--- src/rtl/brushless_cmt_gen2.sv ---
// Purpose : six-step BLDC commutation from three hall sensors, with direction control,
//           slew-limited duty ramp, sticky illegal-hall detection and commutation-period measurement.
// Latency : hall edge -> rot after SYNC_STAGES clks plus the next PWM_synch; sel/duty are combinational from state.
// Backpressure: none; PWM_synch paces sampling, and period_vld is a one-clk strobe with no handshake.
//
// Ports:
//   clk_i, rst_i            clock, synchronous active-high reset
//   drv_mag_i               unsigned drive magnitude from the PID stage
//   dir_i                   0 = forward, 1 = reverse (swaps FWD/REV on every phase)
//   hallGrn_i/Ylw_i/Blu_i   asynchronous hall sensor inputs
//   brake_n_i               active-low brake (all phases REGEN, fixed brake duty)
//   PWM_synch_i             one-clk pulse at each PWM period boundary
//   clr_fault_i             clears hall_fault_o (only while rot is a legal code)
//   duty_o                  PWM duty to the PWM stage
//   selGrn_o/Ylw_o/Blu_o    phase select: 00 HIGHZ, 01 REVERSE, 10 FORWARD, 11 REGEN
//   hall_fault_o            sticky illegal-hall flag
//   comm_period_o           clks between the last two legal commutations (saturates on stall)
//   period_vld_o            one-clk strobe when comm_period_o updates
module brushless_cmt_gen2 #(
  parameter int DUTY_W      = 11,
  parameter int MAG_W       = 12,
  parameter int SYNC_STAGES = 2,
  parameter int RAMP_STEP   = 8,
  parameter int BRAKE_DUTY  = 1536,
  parameter int PER_W       = 16
) (
  input  logic              clk_i,
  input  logic              rst_i,
  input  logic [MAG_W-1:0]  drv_mag_i,
  input  logic              dir_i,
  input  logic              hallGrn_i,
  input  logic              hallYlw_i,
  input  logic              hallBlu_i,
  input  logic              brake_n_i,
  input  logic              PWM_synch_i,
  input  logic              clr_fault_i,
  output logic [DUTY_W-1:0] duty_o,
  output logic [1:0]        selGrn_o,
  output logic [1:0]        selYlw_o,
  output logic [1:0]        selBlu_o,
  output logic              hall_fault_o,
  output logic [PER_W-1:0]  comm_period_o,
  output logic              period_vld_o
);

  localparam int                SHIFT     = MAG_W - DUTY_W + 1;
  localparam logic [DUTY_W-1:0] DUTY_MID  = {1'b1, {(DUTY_W-1){1'b0}}};
  localparam logic [DUTY_W-1:0] STEP      = DUTY_W'(RAMP_STEP);
  localparam logic [DUTY_W-1:0] BRAKE     = DUTY_W'(BRAKE_DUTY);
  localparam logic [PER_W-1:0]  CNT_MAX   = '1;
  localparam logic [PER_W-1:0]  CNT_ONE   = PER_W'(1);
  localparam logic [2:0]        IDX_BAD   = 3'd7;

  localparam logic [1:0] SEL_Z     = 2'b00;
  localparam logic [1:0] SEL_REV   = 2'b01;
  localparam logic [1:0] SEL_FWD   = 2'b10;
  localparam logic [1:0] SEL_REGEN = 2'b11;

  // Position of a hall code in the commutation sequence; IDX_BAD for 000/111.
  function automatic logic [2:0] seq_idx(input logic [2:0] h);
    case (h)
      3'b001:  seq_idx = 3'd0;
      3'b011:  seq_idx = 3'd1;
      3'b010:  seq_idx = 3'd2;
      3'b110:  seq_idx = 3'd3;
      3'b100:  seq_idx = 3'd4;
      3'b101:  seq_idx = 3'd5;
      default: seq_idx = IDX_BAD;
    endcase
  endfunction

  function automatic logic [2:0] idx_inc(input logic [2:0] i);
    idx_inc = (i == 3'd5) ? 3'd0 : i + 3'd1;
  endfunction

  // Forward-direction selects, packed {G, Y, B}.
  function automatic logic [5:0] fwd_table(input logic [2:0] r);
    case (r)
      3'b001:  fwd_table = {SEL_Z,   SEL_REV, SEL_FWD};
      3'b011:  fwd_table = {SEL_REV, SEL_Z,   SEL_FWD};
      3'b010:  fwd_table = {SEL_REV, SEL_FWD, SEL_Z};
      3'b110:  fwd_table = {SEL_Z,   SEL_FWD, SEL_REV};
      3'b100:  fwd_table = {SEL_FWD, SEL_Z,   SEL_REV};
      3'b101:  fwd_table = {SEL_FWD, SEL_REV, SEL_Z};
      default: fwd_table = {SEL_Z,   SEL_Z,   SEL_Z};
    endcase
  endfunction

  // FWD<->REV by bit swap; HIGHZ maps onto itself (the table never yields REGEN).
  function automatic logic [1:0] swap_dir(input logic [1:0] s);
    swap_dir = {s[0], s[1]};
  endfunction

  // State
  logic [SYNC_STAGES-1:0][2:0] sync_q, sync_d;
  logic [2:0]                  rot_q, rot_d;
  logic                        prev_vld_q, prev_vld_d;
  logic                        hall_fault_q, hall_fault_d;
  logic [DUTY_W-1:0]           duty_q, duty_d;
  logic [PER_W-1:0]            cnt_q, cnt_d;
  logic [PER_W-1:0]            period_q, period_d;
  logic                        period_vld_q, period_vld_d;

  // Next-state helpers
  logic [2:0]        samp;
  logic [2:0]        samp_idx, rot_idx;
  logic              samp_legal, rot_legal, samp_adj, samp_fault;
  logic [DUTY_W-1:0] target, diff, ramped;

  // Magnitude LSBs below the duty resolution are intentionally dropped.
  logic unused_mag;
  assign unused_mag = ^drv_mag_i[SHIFT-1:0];

  assign samp       = sync_q[SYNC_STAGES-1];
  assign samp_idx   = seq_idx(samp);
  assign rot_idx    = seq_idx(rot_q);
  assign samp_legal = (samp_idx != IDX_BAD);
  assign rot_legal  = (rot_idx != IDX_BAD);
  assign samp_adj   = (samp_idx == rot_idx) || (samp_idx == idx_inc(rot_idx)) ||
                      (rot_idx == idx_inc(samp_idx));
  // prev_vld_q implies rot_q is legal, so the adjacency test is well defined.
  assign samp_fault = !samp_legal || (prev_vld_q && !samp_adj);

  // Target = mid-scale plus the top DUTY_W-1 magnitude bits; cannot overflow.
  assign target = DUTY_MID + {1'b0, drv_mag_i[MAG_W-1:SHIFT]};

  always_comb begin
    if (target >= duty_q) begin
      diff   = target - duty_q;
      ramped = (diff <= STEP) ? target : duty_q + STEP;
    end else begin
      diff   = duty_q - target;
      ramped = (diff <= STEP) ? target : duty_q - STEP;
    end
  end

  always_comb begin
    sync_d       = {sync_q[SYNC_STAGES-2:0], {hallGrn_i, hallYlw_i, hallBlu_i}};
    rot_d        = rot_q;
    prev_vld_d   = prev_vld_q;
    hall_fault_d = hall_fault_q;
    cnt_d        = (cnt_q == CNT_MAX) ? cnt_q : cnt_q + CNT_ONE;
    period_d     = period_q;
    period_vld_d = 1'b0;
    duty_d       = duty_q;

    if (PWM_synch_i) begin
      rot_d = samp;
      // An illegal sample also drops prev_vld: adjacency from an illegal rot is meaningless.
      prev_vld_d = samp_legal;
      if (samp_fault) begin
        hall_fault_d = 1'b1;
      end else if (!prev_vld_q) begin
        cnt_d = CNT_ONE;               // first legal sample: start timing, nothing to report
      end else if (samp != rot_q) begin
        period_d     = cnt_q;
        period_vld_d = 1'b1;
        cnt_d        = CNT_ONE;
      end
    end

    // Clearing restarts adjacency checking; a fault detected in the same clk wins.
    if (clr_fault_i && rot_legal) begin
      prev_vld_d = 1'b0;
      if (!(PWM_synch_i && samp_fault)) begin
        hall_fault_d = 1'b0;
      end
    end

    // Braking or faulted: park the ramp at mid-scale so it restarts from there.
    if (!brake_n_i || hall_fault_q) begin
      duty_d = DUTY_MID;
    end else if (PWM_synch_i) begin
      duty_d = ramped;
    end
  end

  always_ff @(posedge clk_i) begin
    if (rst_i) begin
      sync_q       <= '0;
      rot_q        <= 3'b000;
      prev_vld_q   <= 1'b0;
      hall_fault_q <= 1'b0;
      duty_q       <= DUTY_MID;
      cnt_q        <= '0;
      period_q     <= '0;
      period_vld_q <= 1'b0;
    end else begin
      sync_q       <= sync_d;
      rot_q        <= rot_d;
      prev_vld_q   <= prev_vld_d;
      hall_fault_q <= hall_fault_d;
      duty_q       <= duty_d;
      cnt_q        <= cnt_d;
      period_q     <= period_d;
      period_vld_q <= period_vld_d;
    end
  end

  // Output stage: brake > fault > commutation table.
  logic [5:0] sel_fwd, sel_tbl, sel_all;

  always_comb begin
    sel_fwd = fwd_table(rot_q);
    sel_tbl = dir_i ? {swap_dir(sel_fwd[5:4]), swap_dir(sel_fwd[3:2]), swap_dir(sel_fwd[1:0])}
                    : sel_fwd;
    if (!brake_n_i) begin
      sel_all = {SEL_REGEN, SEL_REGEN, SEL_REGEN};
      duty_o  = BRAKE;
    end else if (hall_fault_q) begin
      sel_all = {SEL_Z, SEL_Z, SEL_Z};
      duty_o  = '0;
    end else begin
      sel_all = sel_tbl;
      duty_o  = duty_q;
    end
  end

  assign {selGrn_o, selYlw_o, selBlu_o} = sel_all;
  assign hall_fault_o  = hall_fault_q;
  assign comm_period_o = period_q;
  assign period_vld_o  = period_vld_q;

endmodule
--- config.mk ---
export PLATFORM = sky130hd
export DESIGN_NAME = brushless_cmt_gen2
export DESIGN_NICKNAME = d
export VERILOG_FILES = /design/src/rtl/brushless_cmt_gen2.sv
export SDC_FILE = /design/constraint.sdc
export NUM_CORES = 1
export LEC_CHECK = 0
export ABC_AREA = 1
export CORE_ASPECT_RATIO = 1.4
export CORE_UTILIZATION = 35
export DETAILED_ROUTE_END_ITERATION = 8
export HOLD_SLACK_MARGIN = 0.15
export PLACE_DENSITY = 0.63
export SLEW_MARGIN = 10
export SYNTH_ARGS = -nofsm -noshare
export SYNTH_HDL_FRONTEND = slang
export SYNTH_SLANG_ARGS = --single-unit
--- constraint.sdc ---
create_clock -name clk_i -period 6.5 [get_ports clk_i]
set_input_delay 0.975 -clock clk_i [delete_from_list [all_inputs] [get_ports clk_i]]
set_output_delay 0.975 -clock clk_i [all_outputs]
set_load 0.03 [all_outputs]
# [After elaboration in Yosys (flattened, before gate mapping)]
# Index checks and enable logic that the tools add are counted.
[classes] add_sub_neg=8 order_cmp=3 n_eq_ne=21 mux=23 n_bitwise=3 n_reduce_logical=14
[ops] op="16-bit two-way mux" count=5
[ops] op="11-bit two-way mux" count=5
[ops] op="3-bit one-hot mux with 6 select lines" count=2
[ops] op="6-bit one-hot mux with 6 select lines" count=1
[ops] op="3-bit equality test (second input constant)" count=8
[ops] op="11-bit by 4-bit <= comparator with 1-bit output (second input constant)" count=2
[ops] op="11-bit subtractor" count=2
[ops] op="6-bit two-way mux" count=3
[ops] op="16-bit by 1-bit adder with 16-bit output (second input constant)" count=1
[ops] op="16-bit equality test (second input constant)" count=1
[ops] op="3-bit by 2-bit equality test with 1-bit output (second input constant)" count=4
[ops] op="11-bit by 10-bit adder with 11-bit output (first input constant)" count=1
[ops] op="11-bit by 4-bit adder with 11-bit output (second input constant)" count=1
[ops] op="11-bit >= comparator" count=1
[ops] op="11-bit by 4-bit subtractor with 11-bit output (second input constant)" count=1
[ops] op="3-bit equality test" count=3
[ops] op="3-bit by 1-bit adder with 3-bit output (second input constant)" count=2
[ops] op="3-bit by 1-bit equality test with 1-bit output (second input constant)" count=2
[ops] op="3-bit two-way mux" count=2
[ops] op="3-bit inequality test (second input constant)" count=2
[ops] op="1-bit two-way mux" count=5
[ops] op="1-bit logical OR" count=4
[ops] op="4-bit AND reduction" count=1
[ops] op="2-bit OR reduction" count=2
[ops] op="5 further kinds" count=11
[word_totals] register_bits=55 in_bits=21 out_inout_bits=35 elab_cells=81

# [Logic depth before layout (Yosys ltp)]
[depth] word_depth=14 ltp_mapped=20 depth_no_buf=19

# [Least setup slack after synthesis]
# OpenSTA, ideal clock, no wires.
[synth_path] path_kind="input -> output" from="in dir_i" to="out selYlw_o[0]" arrival_ps=1849 required_time_ps=5525 setup_slack_ps=3676 path_stages=4 n_path_buf=0 cell_sequence="inv_1 -> o21ai_0 -> o21ai_0 -> o21ai_0"
[synth_between] elab_chain_len=3
[synth_rtl] element="from (decl)" line="30" text="input logic dir_i,"
[synth_rtl] element="6-bit two-way mux" line="205" text="sel_tbl = dir_i ? {swap_dir(sel_fwd[5:4]), swap_dir(sel_fwd[3:2]), swap_dir(sel_fwd[1:0])}"
[synth_rtl] element="6-bit two-way mux" line="210" text="end else if (hall_fault_q) begin"
[synth_rtl] element="6-bit two-way mux" line="207" text="if (!brake_n_i) begin"
[synth_rtl] element="to (decl)" line="39" text="output logic [1:0] selYlw_o,"
# No other way between the ends.

# [Worst setup path after layout]
[layout_path] from="in brake_n_i" to="out duty_o[6]"
[layout_between] elab_chain_len=1
[layout_rtl] element="from (decl)" line="34" text="input logic brake_n_i,"
[layout_rtl] element="11-bit two-way mux" line="207"
[layout_rtl] element="to (decl)" line="37" text="output logic [DUTY_W-1:0] duty_o,"
# No other way between the ends.

==> impl_metrics.toml <==
[run_status]
status = "complete, no violations"

[sta]
timing.fmax_mhz = 259
worst_pin_slew_ps = 664
finalClockSkew_ps = 9.21
slew_headroom_pct = 55.7
setup_viol = 0
period_needed_ps = 3860
tns_ps = 0
rsz0062_at_grt = "false"
finalHoldViolCount = 0
maxSlewViolCount = 0
setup_ws_ps = 2640
fin_crit_sh_pct = 59.4

[setup_path]
critPathKind = "primary input to output pin"
reg2reg_from = "duty_q[5]$_SDFFE_PP0P_"
crit_top_cell = "clkdlybuf4s50_1"
cp_max_fo = 10
cpPeakStageDelay_ps = 700
critPathTopFamily = "buffers and inverters"
cp_cell_sequence = "clkdlybuf4s50_1 -> nand2_1 -> nor2_1 -> clkdlybuf4s50_1"
reg2regPathDepth = 15
crit_path_top_delay_cell = "clkdlybuf4s50_1"
critPathRequiredTime_ps = 5520
cp_num_buf_inv = 2
startpoint_type = "primary input"
arrival_ps = 2880
r2r_slack_ps = 3940
end_kind = "output pin"
rr_endpoint = "duty_q[0]$_SDFFE_PP0P_"

[floorplanning]
die_area_um2 = 13100
coreArea_um2 = 12400
die_h_um = 135
die_width_um = 97.2
start_util_pct = 35.9
rows = 48
ios = 56

[min_path]
whs_path_depth = 2
hold_path.class = "flop to flop"
min_to = "samp[1]$_SDFF_PP0_"
hp-start = "sync_d[4]$_SDFF_PP0_"

[global_route]
grt.busiest_layer = "met2"
grt_max_degree = 34
first_global_vias = 4343
grt_util_all_layers_pct = 17.5
grt_pass1_wl_um = 19000
grt_overflow = 0
antenna_found_initial = 0
grtUsageMet1_pct = 18.3
met2_usage_pct = 34.9
grt_util_met3_pct = 2.06

[power_and_ir_drop]
power.switching_uw = 296
irDropWorstVdd_mv = 0.160
p_int_uw = 583
clock_power_share_pct = 30.1
leakage_uw = 0.00255
powerDensity_nw_per_um2 = 168
swShare_pct = 33.7
seqPwrFrac_pct = 40.9
finalPower_uw = 879
power_frac_comb_pct = 29.0

[finish]
multi_input_area_um2 = 2800
drive_gt1_share_pct = 7.27
ff_latch_area_um2 = 1100
design_area_um2 = 5240
fillerInstances = 1334
n_antenna_cell = 0
fin_util_pct = 42.4
area_delta_synth_final_pct = 18.0
nets = 829

[clock_tree]
cts_made_buffers = 5
cts-hold-fix-buffers = 0
root_buffer = "clkbuf_16"
cts_tree = "yes"
h-tree-depth = 2
cts_setup_buffers = 0
clk_latency_ps = 290
clk_pin_slew_worst_paths_ps = 70
clock-sinks = 55
cts_buffer_depth = 2
cts_resized = 0

[detailed_routing]
drtAntennaViolNets = 0
drt-total-wl_um = 10900
wl_per_cell_um = 11.7
drc_errors = 0
vias_per_cell = 4.68
drtIter0Drc = 150
num_vias = 4369
drtPass1Iterations = 4

[synthesis]
synth_edf_count = 0
synth_commonest_cells = "nand2_1, inv_1, nor2_1"
ys_warn_count = 0
synth.area.top_cells = "dfxtp_1, nand2_1, inv_1"
synth_cell_type_count = 33
async_reset_ff_share_pct = 0
syn_area_um2 = 4440
ys.flop_type = "dfxtp_1"
synth_nets = 781
yosysTopAreaCell = "dfxtp_1"
synth-seq-cells = 55
synth-seq-area-share_pct = 24.8
yosysMostFrequentCell = "nand2_1"
postSynthAreaPerCell_um2 = 6.04
synth_top_cell_area_share_pct = 24.8
synthCells = 735

[placed_design]
pre_cts_ws_ps = 2640
place.gp.congestion = 0.880
place_hpwl_um = 8920
portBuffers = 53
placed_area_um2 = 5100

[job]
maxCapViolCount = 0
-- how the worst max path moves through the flow --
stage / startpoint / cells after the start / slack (ps) / endpoint
6_report: brake_n_i / 4 / 2640 / duty_o[6]
5_1_grt: brake_n_i / 4 / 2500 / duty_o[4]
4_1_cts: brake_n_i / 4 / 2610 / duty_o[6]
3_5_place_dp: brake_n_i / 4 / 2640 / duty_o[6]
3_3_place_gp: brake_n_i / 4 / 2630 / duty_o[6]
2_1_floorplan: dir_i / 4 / 3680 / selYlw_o[0]
-- worst register-to-register path: cells and delay by family (launching register included) --
family | cells | cell delay (ps)
fa+ha+maj | 1 | 470
simple gates | 14 | 1630
flops | 1 | 390
-- stage by stage --
| stage | instances | hold slack, ps |
|---|---|---|
| global placement | 926 | 389 |
| CTS | 934 | 404 |
| global route | 934 | 422 |
| floorplan | 735 | 388 |
| finish | 934 | 401 |
| detailed placement | 926 | 395 |
-- cell usage in the layout, fill, tap and decap left out --
cell	synthesis	routed
o21ai_0	34	34
clkbuf_16	0	5
nand3_2	3	3
inv_6	0	1
a32o_1	1	1
nor4_1	2	2
a21oi_1	24	24
o2111ai_1	1	1
o21bai_1	2	2
inv_2	9	9
xor2_2	1	1
nand3_4	3	3
buf_4	3	1
nand2_2	9	9
nor2_1	96	96
clkinv_1	1	1
nand4_2	1	1
nor2_4	3	3
inv_1	115	115
nor3_1	8	8
a31oi_1	2	2
nand3b_1	1	1
nand2_1	200	200
ha_1	25	25
xnor2_1	7	7
nand4_1	12	12
nand3_1	70	70
nor2_2	16	16
xor2_1	18	18
nand2_4	3	3
clkdlybuf4s50_1	0	53
dfxtp_1	55	55
clkinv_2	0	2
-- flip-flops by register name, summed over array words and instances (netlist names) --
register / cells
cnt_q: 16
comm_period_o: 16
duty_q: 11
rot_q: 3
samp: 3
sync_d: 3
hall_fault_o: 1
period_vld_o: 1
prev_vld_q: 1
-- power groups by stage --
stage / sequential (uW) / combinational, uW / clock (uW)
after floorplan: 368 / 183 / 0
after global routing: 361 / 290 / 284
after detailed placement: 367 / 256 / 0
after CTS: 359 / 257 / 274
final: 359 / 255 / 265
after global placement: 367 / 254 / 0
-- kinds of logic after synthesis --
| group | after synthesis | synth area share, % |
|---|---|---|
| buffers and inverters | 138 | 12.1 |
| AO/OA/AOI/OAI | 64 | 7.58 |
| XOR/XNOR | 26 | 5.30 |
| AND/OR/NAND/NOR | 427 | 43.2 |
| flip-flops | 55 | 24.8 |
| adder cells (fa/ha/maj) | 25 | 7.05 |
-- area by class of cell --
cell class	count	area share [%]
inverter	125	8.95
multi-input combinational	542	53.4
clock buffer	5	2.39
timing repair buffer	54	10.3
tap	150	3.58
clock inverter	3	0.358
sequential	55	21.0
-- metal layers --
layer  up-vias  share of wire, %  wire length, um
li1       2378                 -                -
met1      1912                41             4460
met2        58                54             5920
met3        21               2.4              262
met4         0               2.7              295
met5         -                 0                0
No activity file was read; power rests on OpenSTA's default activity.
